[config.mk]
export PLATFORM = sky130hd
export DESIGN_NAME = router_stat_dump_ctrl_flat
export DESIGN_NICKNAME = d
export VERILOG_FILES = /design/src/rtl/router_stat_dump_ctrl_if.sv /design/src/rtl/router_stat_dump_ctrl.sv /design/src/flat_wrapper.sv
export SDC_FILE = /design/constraint.sdc
export NUM_CORES = 1
export LEC_CHECK = 0
export CAP_MARGIN = 30
export CORE_MARGIN = 1.5
export CORE_UTILIZATION = 41
export DETAILED_ROUTE_END_ITERATION = 10
export GPL_ROUTABILITY_DRIVEN = 0
export GPL_TIMING_DRIVEN = 1
export PLACE_DENSITY = 0.74
export SLEW_MARGIN = 10
export SYNTH_ARGS = -nofsm -noshare
export SYNTH_HDL_FRONTEND = slang
export SYNTH_SLANG_ARGS = --single-unit
[constraint.sdc]
create_clock -name clk_i -period 5.9 [get_ports clk_i]
set_input_delay 1.18 -clock clk_i [delete_from_list [all_inputs] [get_ports clk_i]]
set_output_delay 1.18 -clock clk_i [all_outputs]
set_load 0.1 [all_outputs]
[src/rtl/router_stat_dump_ctrl_if.sv]
`default_nettype none
//============================================================================
// Module      : router_stat_dump_ctrl_if
// Description : Trigger, snapshot and stat-stream signals of the router
//               stat dump controller.
// Revision    : 1.0
//============================================================================
interface router_stat_dump_ctrl_if #(
    parameter int DIMS_P           = 2,
    parameter int DROP_CTR_WIDTH_P = 16
);
    localparam int DIRS_LP = 1 + 2 * DIMS_P;

    logic [DIRS_LP*32-1:0]         util_i;
    logic                          print_stat_v_i;
    logic [31:0]                   print_stat_tag_i;
    logic [31:0]                   global_ctr_i;
    logic                          stat_v_o;
    logic                          stat_ready_i;
    logic [2:0]                    stat_dir_o;
    logic [31:0]                   stat_util_o;
    logic [31:0]                   stat_ctr_o;
    logic [31:0]                   stat_tag_o;
    logic                          stat_last_o;
    logic                          busy_o;
    logic [DROP_CTR_WIDTH_P-1:0]   dropped_o;

    modport master (
        output util_i, print_stat_v_i, print_stat_tag_i, global_ctr_i, stat_ready_i,
        input  stat_v_o, stat_dir_o, stat_util_o, stat_ctr_o, stat_tag_o,
               stat_last_o, busy_o, dropped_o
    );

    modport slave (
        input  util_i, print_stat_v_i, print_stat_tag_i, global_ctr_i, stat_ready_i,
        output stat_v_o, stat_dir_o, stat_util_o, stat_ctr_o, stat_tag_o,
               stat_last_o, busy_o, dropped_o
    );
endinterface
`default_nettype wire

[src/rtl/router_stat_dump_ctrl.sv]
`default_nettype none
//============================================================================
// Module      : router_stat_dump_ctrl
// Description : Snapshots per-direction router utilization counters on a
//               trigger and streams one record per enabled direction.
// Revision    : 1.0
//============================================================================
module router_stat_dump_ctrl #(
    parameter int                DIMS_P            = 2,
    parameter logic [2*DIMS_P:0] DIR_MASK_P        = ~{{(2*DIMS_P){1'b0}}, 1'b1},
    parameter int                PERIOD_P          = 250,
    parameter bit                ENABLE_PERIODIC_P = 1'b0,
    parameter int                DROP_CTR_WIDTH_P  = 16
) (
    input  wire logic              clk_i,
    input  wire logic              reset_i,
    router_stat_dump_ctrl_if.slave stat_if
);
    localparam int DIRS_LP = 1 + 2 * DIMS_P;
    localparam int PCNT_W  = $clog2(PERIOD_P);

    function automatic logic [2:0] f_first_dir(input logic [DIRS_LP-1:0] mask);
        f_first_dir = '0;
        for (int d = DIRS_LP - 1; d >= 0; d--) begin
            if (mask[d]) f_first_dir = 3'(d);
        end
    endfunction

    function automatic logic [2:0] f_last_dir(input logic [DIRS_LP-1:0] mask);
        f_last_dir = '0;
        for (int d = 0; d < DIRS_LP; d++) begin
            if (mask[d]) f_last_dir = 3'(d);
        end
    endfunction

    localparam logic [2:0]        c_first_dir = f_first_dir(DIR_MASK_P);
    localparam logic [2:0]        c_last_dir  = f_last_dir(DIR_MASK_P);
    localparam logic [PCNT_W-1:0] c_pcnt_max  = PCNT_W'(PERIOD_P - 1);

    typedef enum logic [0:0] {
        ST_IDLE = 1'b0,
        ST_EMIT = 1'b1
    } state_t;

    state_t                      r_state;
    state_t                      w_state_next;
    logic [31:0]                 r_snap [DIRS_LP];
    logic [31:0]                 r_ctr;
    logic [31:0]                 r_tag;
    logic [2:0]                  r_dir;
    logic                        r_armed;
    logic [PCNT_W-1:0]           r_pcnt;
    logic [29:0]                 r_sample_idx;
    logic [DROP_CTR_WIDTH_P-1:0] r_dropped;

    logic       w_emit;
    logic       w_pcnt_wrap;
    logic       w_tick;
    logic       w_trig;
    logic       w_accept;
    logic       w_hs;
    logic       w_last;
    logic       w_kstart;
    logic       w_kend;
    logic [2:0] w_next_dir;

    assign w_emit      = (r_state == ST_EMIT);
    assign w_pcnt_wrap = (r_pcnt == c_pcnt_max);
    assign w_tick      = ENABLE_PERIODIC_P && r_armed && w_pcnt_wrap;
    assign w_trig      = stat_if.print_stat_v_i || w_tick;
    assign w_last      = (r_dir == c_last_dir);
    assign w_hs        = w_emit && stat_if.stat_ready_i;
    assign w_kstart    = stat_if.print_stat_v_i && (stat_if.print_stat_tag_i[31:30] == 2'b10);
    assign w_kend      = stat_if.print_stat_v_i && (stat_if.print_stat_tag_i[31:30] == 2'b11);

    // Lowest enabled direction strictly above the current one.
    always_comb begin
        w_next_dir = r_dir;
        for (int d = DIRS_LP - 1; d >= 0; d--) begin
            if (DIR_MASK_P[d] && (3'(d) > r_dir)) w_next_dir = 3'(d);
        end
    end

    always_ff @(posedge clk_i) begin
        if (reset_i) r_state <= ST_IDLE;
        else         r_state <= w_state_next;
    end

    always_comb begin
        w_state_next = r_state;
        w_accept     = 1'b0;
        case (r_state)
            ST_IDLE: begin
                if (w_trig) begin
                    w_state_next = ST_EMIT;
                    w_accept     = 1'b1;
                end
            end
            ST_EMIT: begin
                if (w_hs && w_last) w_state_next = ST_IDLE;
            end
            default: w_state_next = ST_IDLE;
        endcase
    end

    always_ff @(posedge clk_i) begin
        if (reset_i) begin
            for (int d = 0; d < DIRS_LP; d++) r_snap[d] <= '0;
            r_ctr        <= '0;
            r_tag        <= '0;
            r_dir        <= '0;
            r_armed      <= 1'b0;
            r_pcnt       <= '0;
            r_sample_idx <= '0;
            r_dropped    <= '0;
        end else begin
            if (w_accept) begin
                for (int d = 0; d < DIRS_LP; d++) r_snap[d] <= stat_if.util_i[d*32 +: 32];
                r_ctr <= stat_if.global_ctr_i;
                // An explicit trigger wins the tag when it coincides with a tick.
                r_tag <= stat_if.print_stat_v_i ? stat_if.print_stat_tag_i
                                                : {2'b01, r_sample_idx};
                r_dir <= c_first_dir;
            end else if (w_hs && !w_last) begin
                r_dir <= w_next_dir;
            end

            if (w_emit && w_trig && (r_dropped != '1)) r_dropped <= r_dropped + 1'b1;

            if (w_tick) r_sample_idx <= r_sample_idx + 30'd1;

            if (w_kstart) begin
                r_armed <= 1'b1;
                r_pcnt  <= '0;
            end else if (w_kend) begin
                r_armed <= 1'b0;
                r_pcnt  <= '0;
            end else if (r_armed) begin
                r_pcnt <= w_pcnt_wrap ? '0 : r_pcnt + 1'b1;
            end
        end
    end

    assign stat_if.stat_v_o    = w_emit;
    assign stat_if.busy_o      = w_emit;
    assign stat_if.stat_dir_o  = r_dir;
    assign stat_if.stat_util_o = r_snap[r_dir];
    assign stat_if.stat_ctr_o  = r_ctr;
    assign stat_if.stat_tag_o  = r_tag;
    assign stat_if.stat_last_o = w_emit && w_last;
    assign stat_if.dropped_o   = r_dropped;
endmodule
`default_nettype wire

[src/flat_wrapper.sv]
// flat-port wrapper written by rule: the top's interface ports become plain ports
module router_stat_dump_ctrl_flat 
#(
    parameter int                DIMS_P            = 2,
    parameter logic [2*DIMS_P:0] DIR_MASK_P        = ~{{(2*DIMS_P){1'b0}}, 1'b1},
    parameter int                PERIOD_P          = 250,
    parameter bit                ENABLE_PERIODIC_P = 1'b0,
    parameter int                DROP_CTR_WIDTH_P  = 16
)
  (clk_i, reset_i, stat_if_util_i, stat_if_print_stat_v_i, stat_if_print_stat_tag_i, stat_if_global_ctr_i, stat_if_stat_ready_i, stat_if_stat_v_o, stat_if_stat_dir_o, stat_if_stat_util_o, stat_if_stat_ctr_o, stat_if_stat_tag_o, stat_if_stat_last_o, stat_if_busy_o, stat_if_dropped_o);
  router_stat_dump_ctrl_if #(.DIMS_P(DIMS_P), .DROP_CTR_WIDTH_P(DROP_CTR_WIDTH_P)) stat_if_i ();
  input  wire logic clk_i;
  input  wire logic reset_i;
  input wire logic [$bits(stat_if_i.util_i)-1:0] stat_if_util_i;
  input wire logic [$bits(stat_if_i.print_stat_v_i)-1:0] stat_if_print_stat_v_i;
  input wire logic [$bits(stat_if_i.print_stat_tag_i)-1:0] stat_if_print_stat_tag_i;
  input wire logic [$bits(stat_if_i.global_ctr_i)-1:0] stat_if_global_ctr_i;
  input wire logic [$bits(stat_if_i.stat_ready_i)-1:0] stat_if_stat_ready_i;
  output wire logic [$bits(stat_if_i.stat_v_o)-1:0] stat_if_stat_v_o;
  output wire logic [$bits(stat_if_i.stat_dir_o)-1:0] stat_if_stat_dir_o;
  output wire logic [$bits(stat_if_i.stat_util_o)-1:0] stat_if_stat_util_o;
  output wire logic [$bits(stat_if_i.stat_ctr_o)-1:0] stat_if_stat_ctr_o;
  output wire logic [$bits(stat_if_i.stat_tag_o)-1:0] stat_if_stat_tag_o;
  output wire logic [$bits(stat_if_i.stat_last_o)-1:0] stat_if_stat_last_o;
  output wire logic [$bits(stat_if_i.busy_o)-1:0] stat_if_busy_o;
  output wire logic [$bits(stat_if_i.dropped_o)-1:0] stat_if_dropped_o;
  assign stat_if_i.util_i = stat_if_util_i;
  assign stat_if_i.print_stat_v_i = stat_if_print_stat_v_i;
  assign stat_if_i.print_stat_tag_i = stat_if_print_stat_tag_i;
  assign stat_if_i.global_ctr_i = stat_if_global_ctr_i;
  assign stat_if_i.stat_ready_i = stat_if_stat_ready_i;
  assign stat_if_stat_v_o = stat_if_i.stat_v_o;
  assign stat_if_stat_dir_o = stat_if_i.stat_dir_o;
  assign stat_if_stat_util_o = stat_if_i.stat_util_o;
  assign stat_if_stat_ctr_o = stat_if_i.stat_ctr_o;
  assign stat_if_stat_tag_o = stat_if_i.stat_tag_o;
  assign stat_if_stat_last_o = stat_if_i.stat_last_o;
  assign stat_if_busy_o = stat_if_i.busy_o;
  assign stat_if_dropped_o = stat_if_i.dropped_o;
  router_stat_dump_ctrl #(.DIMS_P(DIMS_P), .DIR_MASK_P(DIR_MASK_P), .PERIOD_P(PERIOD_P), .ENABLE_PERIODIC_P(ENABLE_PERIODIC_P), .DROP_CTR_WIDTH_P(DROP_CTR_WIDTH_P)) u_core (.clk_i(clk_i), .reset_i(reset_i), .stat_if(stat_if_i));
endmodule
==> results.json <==
{
  "finish.utilization_pct": 62.3,
  "finalMaxSlewViolations": 0,
  "synth.distinct_cells": 35,
  "cp_max_fo": 19,
  "synth_top_area_share_pct": 48.4,
  "crit_type": "reg -> out",
  "avgSynthCellArea_um2": 14.6,
  "powerDensity_mw_per_mm2": 306,
  "grt_usage_pct": 19.3,
  "hold_violations": 0,
  "synth-seq-cells": 244,
  "nFillCells": 1828,
  "fin_area_mm2": 0.0147,
  "critPathMaxStageDelay_ns": 0.96,
  "seq_area_mm2": 0.00649,
  "num_rows": 56,
  "clock.fmax_mhz": 233,
  "most-common-layout-cells": "clkdlybuf4s50_1, and2_1, edfxtp_1",
  "final_common_cell": "clkdlybuf4s50_1",
  "synth_area_leaders": "edfxtp_1, dfxtp_1, and2_1, mux4_2, a22o_1",
  "drc": 0,
  "cp.arrival_ns": 3.12,
  "via_count": 6796,
  "ioPinCount": 346,
  "syn_inst": 678,
  "yosysSeqAreaShare_pct": 65.4,
  "drt_wl_total_um": 25200,
  "worstPathRequired_ns": 4.72,
  "synth_area_mm2": 0.00992,
  "drt_iter0_drc": 452,
  "status": "finished clean",
  "grt_setup_unrepaired": "false",
  "finClkSkew_ns": 0.0269,
  "slew_headroom_pct": 30.8,
  "cts_root_buffer": "clkbuf_16",
  "viasPerCell": 5.01,
  "crit_chain": "buf_12, mux4_2, mux2_2, clkdlybuf4s50_1",
  "yosysTopAreaCell": "edfxtp_1",
  "endpoint_kind": "primary output",
  "cts_hold_buf": 0,
  "dpl_cell_area_mm2": 0.0138,
  "cap_violations": 0,
  "die_area_mm2": 0.0251,
  "cts_post_setup_buffers_inserted": 0,
  "core_area_mm2": 0.0236,
  "drive_above_1_share_pct": 12.2,
  "antenna_found_initial": 0,
  "io_buffer_count": 345,
  "dr.pass1.iters": 4,
  "chipHeight_um": 159,
  "cp_slowest_cell": "clkdlybuf4s50_1",
  "clk_latency_ns": 0.55,
  "syn_to_final_growth_pct": 48.4,
  "hp-class": "reg -> reg",
  "cp_num_buf_inv": 2,
  "synth_edf_count": 160,
  "die_w_um": 159,
  "power_w": 0.00451,
  "setup_viol": 0,
  "grt_pass1_wl_um": 37000,
  "synth_warnings": 0,
  "min_period_over_period_pct": 72.9,
  "fin_crit_ns": 4.30,
  "final_nets": 1248,
  "syn_nets": 907,
  "start_util_pct": 42.0,
  "peakVddDrop_mv": 0.175,
  "htree_levels": 1,
  "fin_setup_tns_ns": 0,
  "cts_resized": 0,
  "grt_max_degree": 100,
  "async_reset_ff_share_pct": 0,
  "antennaDiodeCount": 0,
  "clock_path_buffers": 3,
  "grt_pass1_vias": 6766,
  "dpl.hpwl_um": 18000,
  "clkTransAtPathRegs_ns": 0.06,
  "multi_input_area_mm2": 0.00323,
  "numCtsBuffers": 27,
  "antenna_left": 0,
  "gr-total-overflow": 0,
  "post_drt_wl_per_cell_um": 18.6,
  "p_leak_nw": 5.43,
  "max_slew.worst_pin.slew_ns": 1.03,
  "cts_tree": "done",
  "cts_num_sinks": 244,
  "cp-start-kind": "register",
  "synth_ff_type": "edfxtp_1",
  "critPathTopFamily": "buffers and inverters"
}
layout make-up:
type                            instances  area share (%)
Multi-Input combinational cell        381            21.9
Tap cell                              319            2.71
Clock buffer                           33            4.89
Inverter                                3           0.110
Clock inverter                         15           0.884
Timing Repair Buffer                  362            25.4
Sequential cell                       244            44.1
where the power goes:
group | switching (W) | internal (W) | total, W
Combinational | 0.000565 | 0.000344 | 0.000909
Clock | 0.000666 | 0.000951 | 0.00162
Sequential | 0.0000432 | 0.00194 | 0.00198
Total | 0.00127 | 0.00324 | 0.00451
cell usage after synthesis, types with 3 or more instances:
master    count
buf_1         5
and2_1      161
nor2b_1       4
o21ai_0       4
or4_1         7
or3_1         5
a21oi_1      14
dfxtp_1      84
inv_1         3
nor2_1       11
o31ai_1       7
a22o_1       64
nand2_1       4
mux2_2       35
nand3_1      10
buf_2         9
clkbuf_1     34
edfxtp_1    160
mux4_2       32
nand4_1       7
per-stage QoR:
stage | setup slack, ns | hold slack, ns | cells
after global placement | 1.49 | 0.461 | 1300
final | 1.60 | 0.477 | 1357
after detailed placement | 2.10 | 0.463 | 1306
after floorplan | 0.522 | 0.933 | 678
after CTS | 1.52 | 0.481 | 1354
after global routing | 1.46 | 0.487 | 1357
state kept, by name, indices dropped and copies added (netlist names):
| signal | count |
|---|---|
| u_core.stat_if.dropped_o | 16 |
| u_core.stat_if.stat_tag_o | 32 |
| u_core.stat_if.stat_ctr_o | 32 |
| u_core.r_snap | 160 |
| u_core.stat_if.busy_o | 1 |
| u_core.stat_if.stat_dir_o | 3 |
metal layers:
metal	share of wire, %	track usage, %
met1	40	24.2
met2	50	33.0
met3	7.0	4.82
met4	2.8	5.79
met5	0	0
worst paths after layout:
path | start | to | slack, ns | cells after the start
min reg2reg | u_core.stat_if.stat_ctr_o[8] | u_core.stat_if.stat_ctr_o[8] | 0.48 | 1
max reg2reg | u_core.stat_if.busy_o | u_core.stat_if.dropped_o[12] | 3.77 | 4
max | u_core.stat_if.stat_dir_o[0] | stat_if_stat_util_o[31] | 1.60 | 4
min | u_core.stat_if.stat_ctr_o[8] | u_core.stat_if.stat_ctr_o[8] | 0.48 | 1
cell families after synthesis:
family | synth area share, %
AOI/OAI and AO/OA | 7.44
xor gates and xnor gates | 0.0883
DFF | 65.4
buffers and inverters | 2.17
adders and majority gates | 0.126
muxes | 11.2
and+or+nand+nor | 13.5
Note: power is estimated with default switching activity, not from simulation.
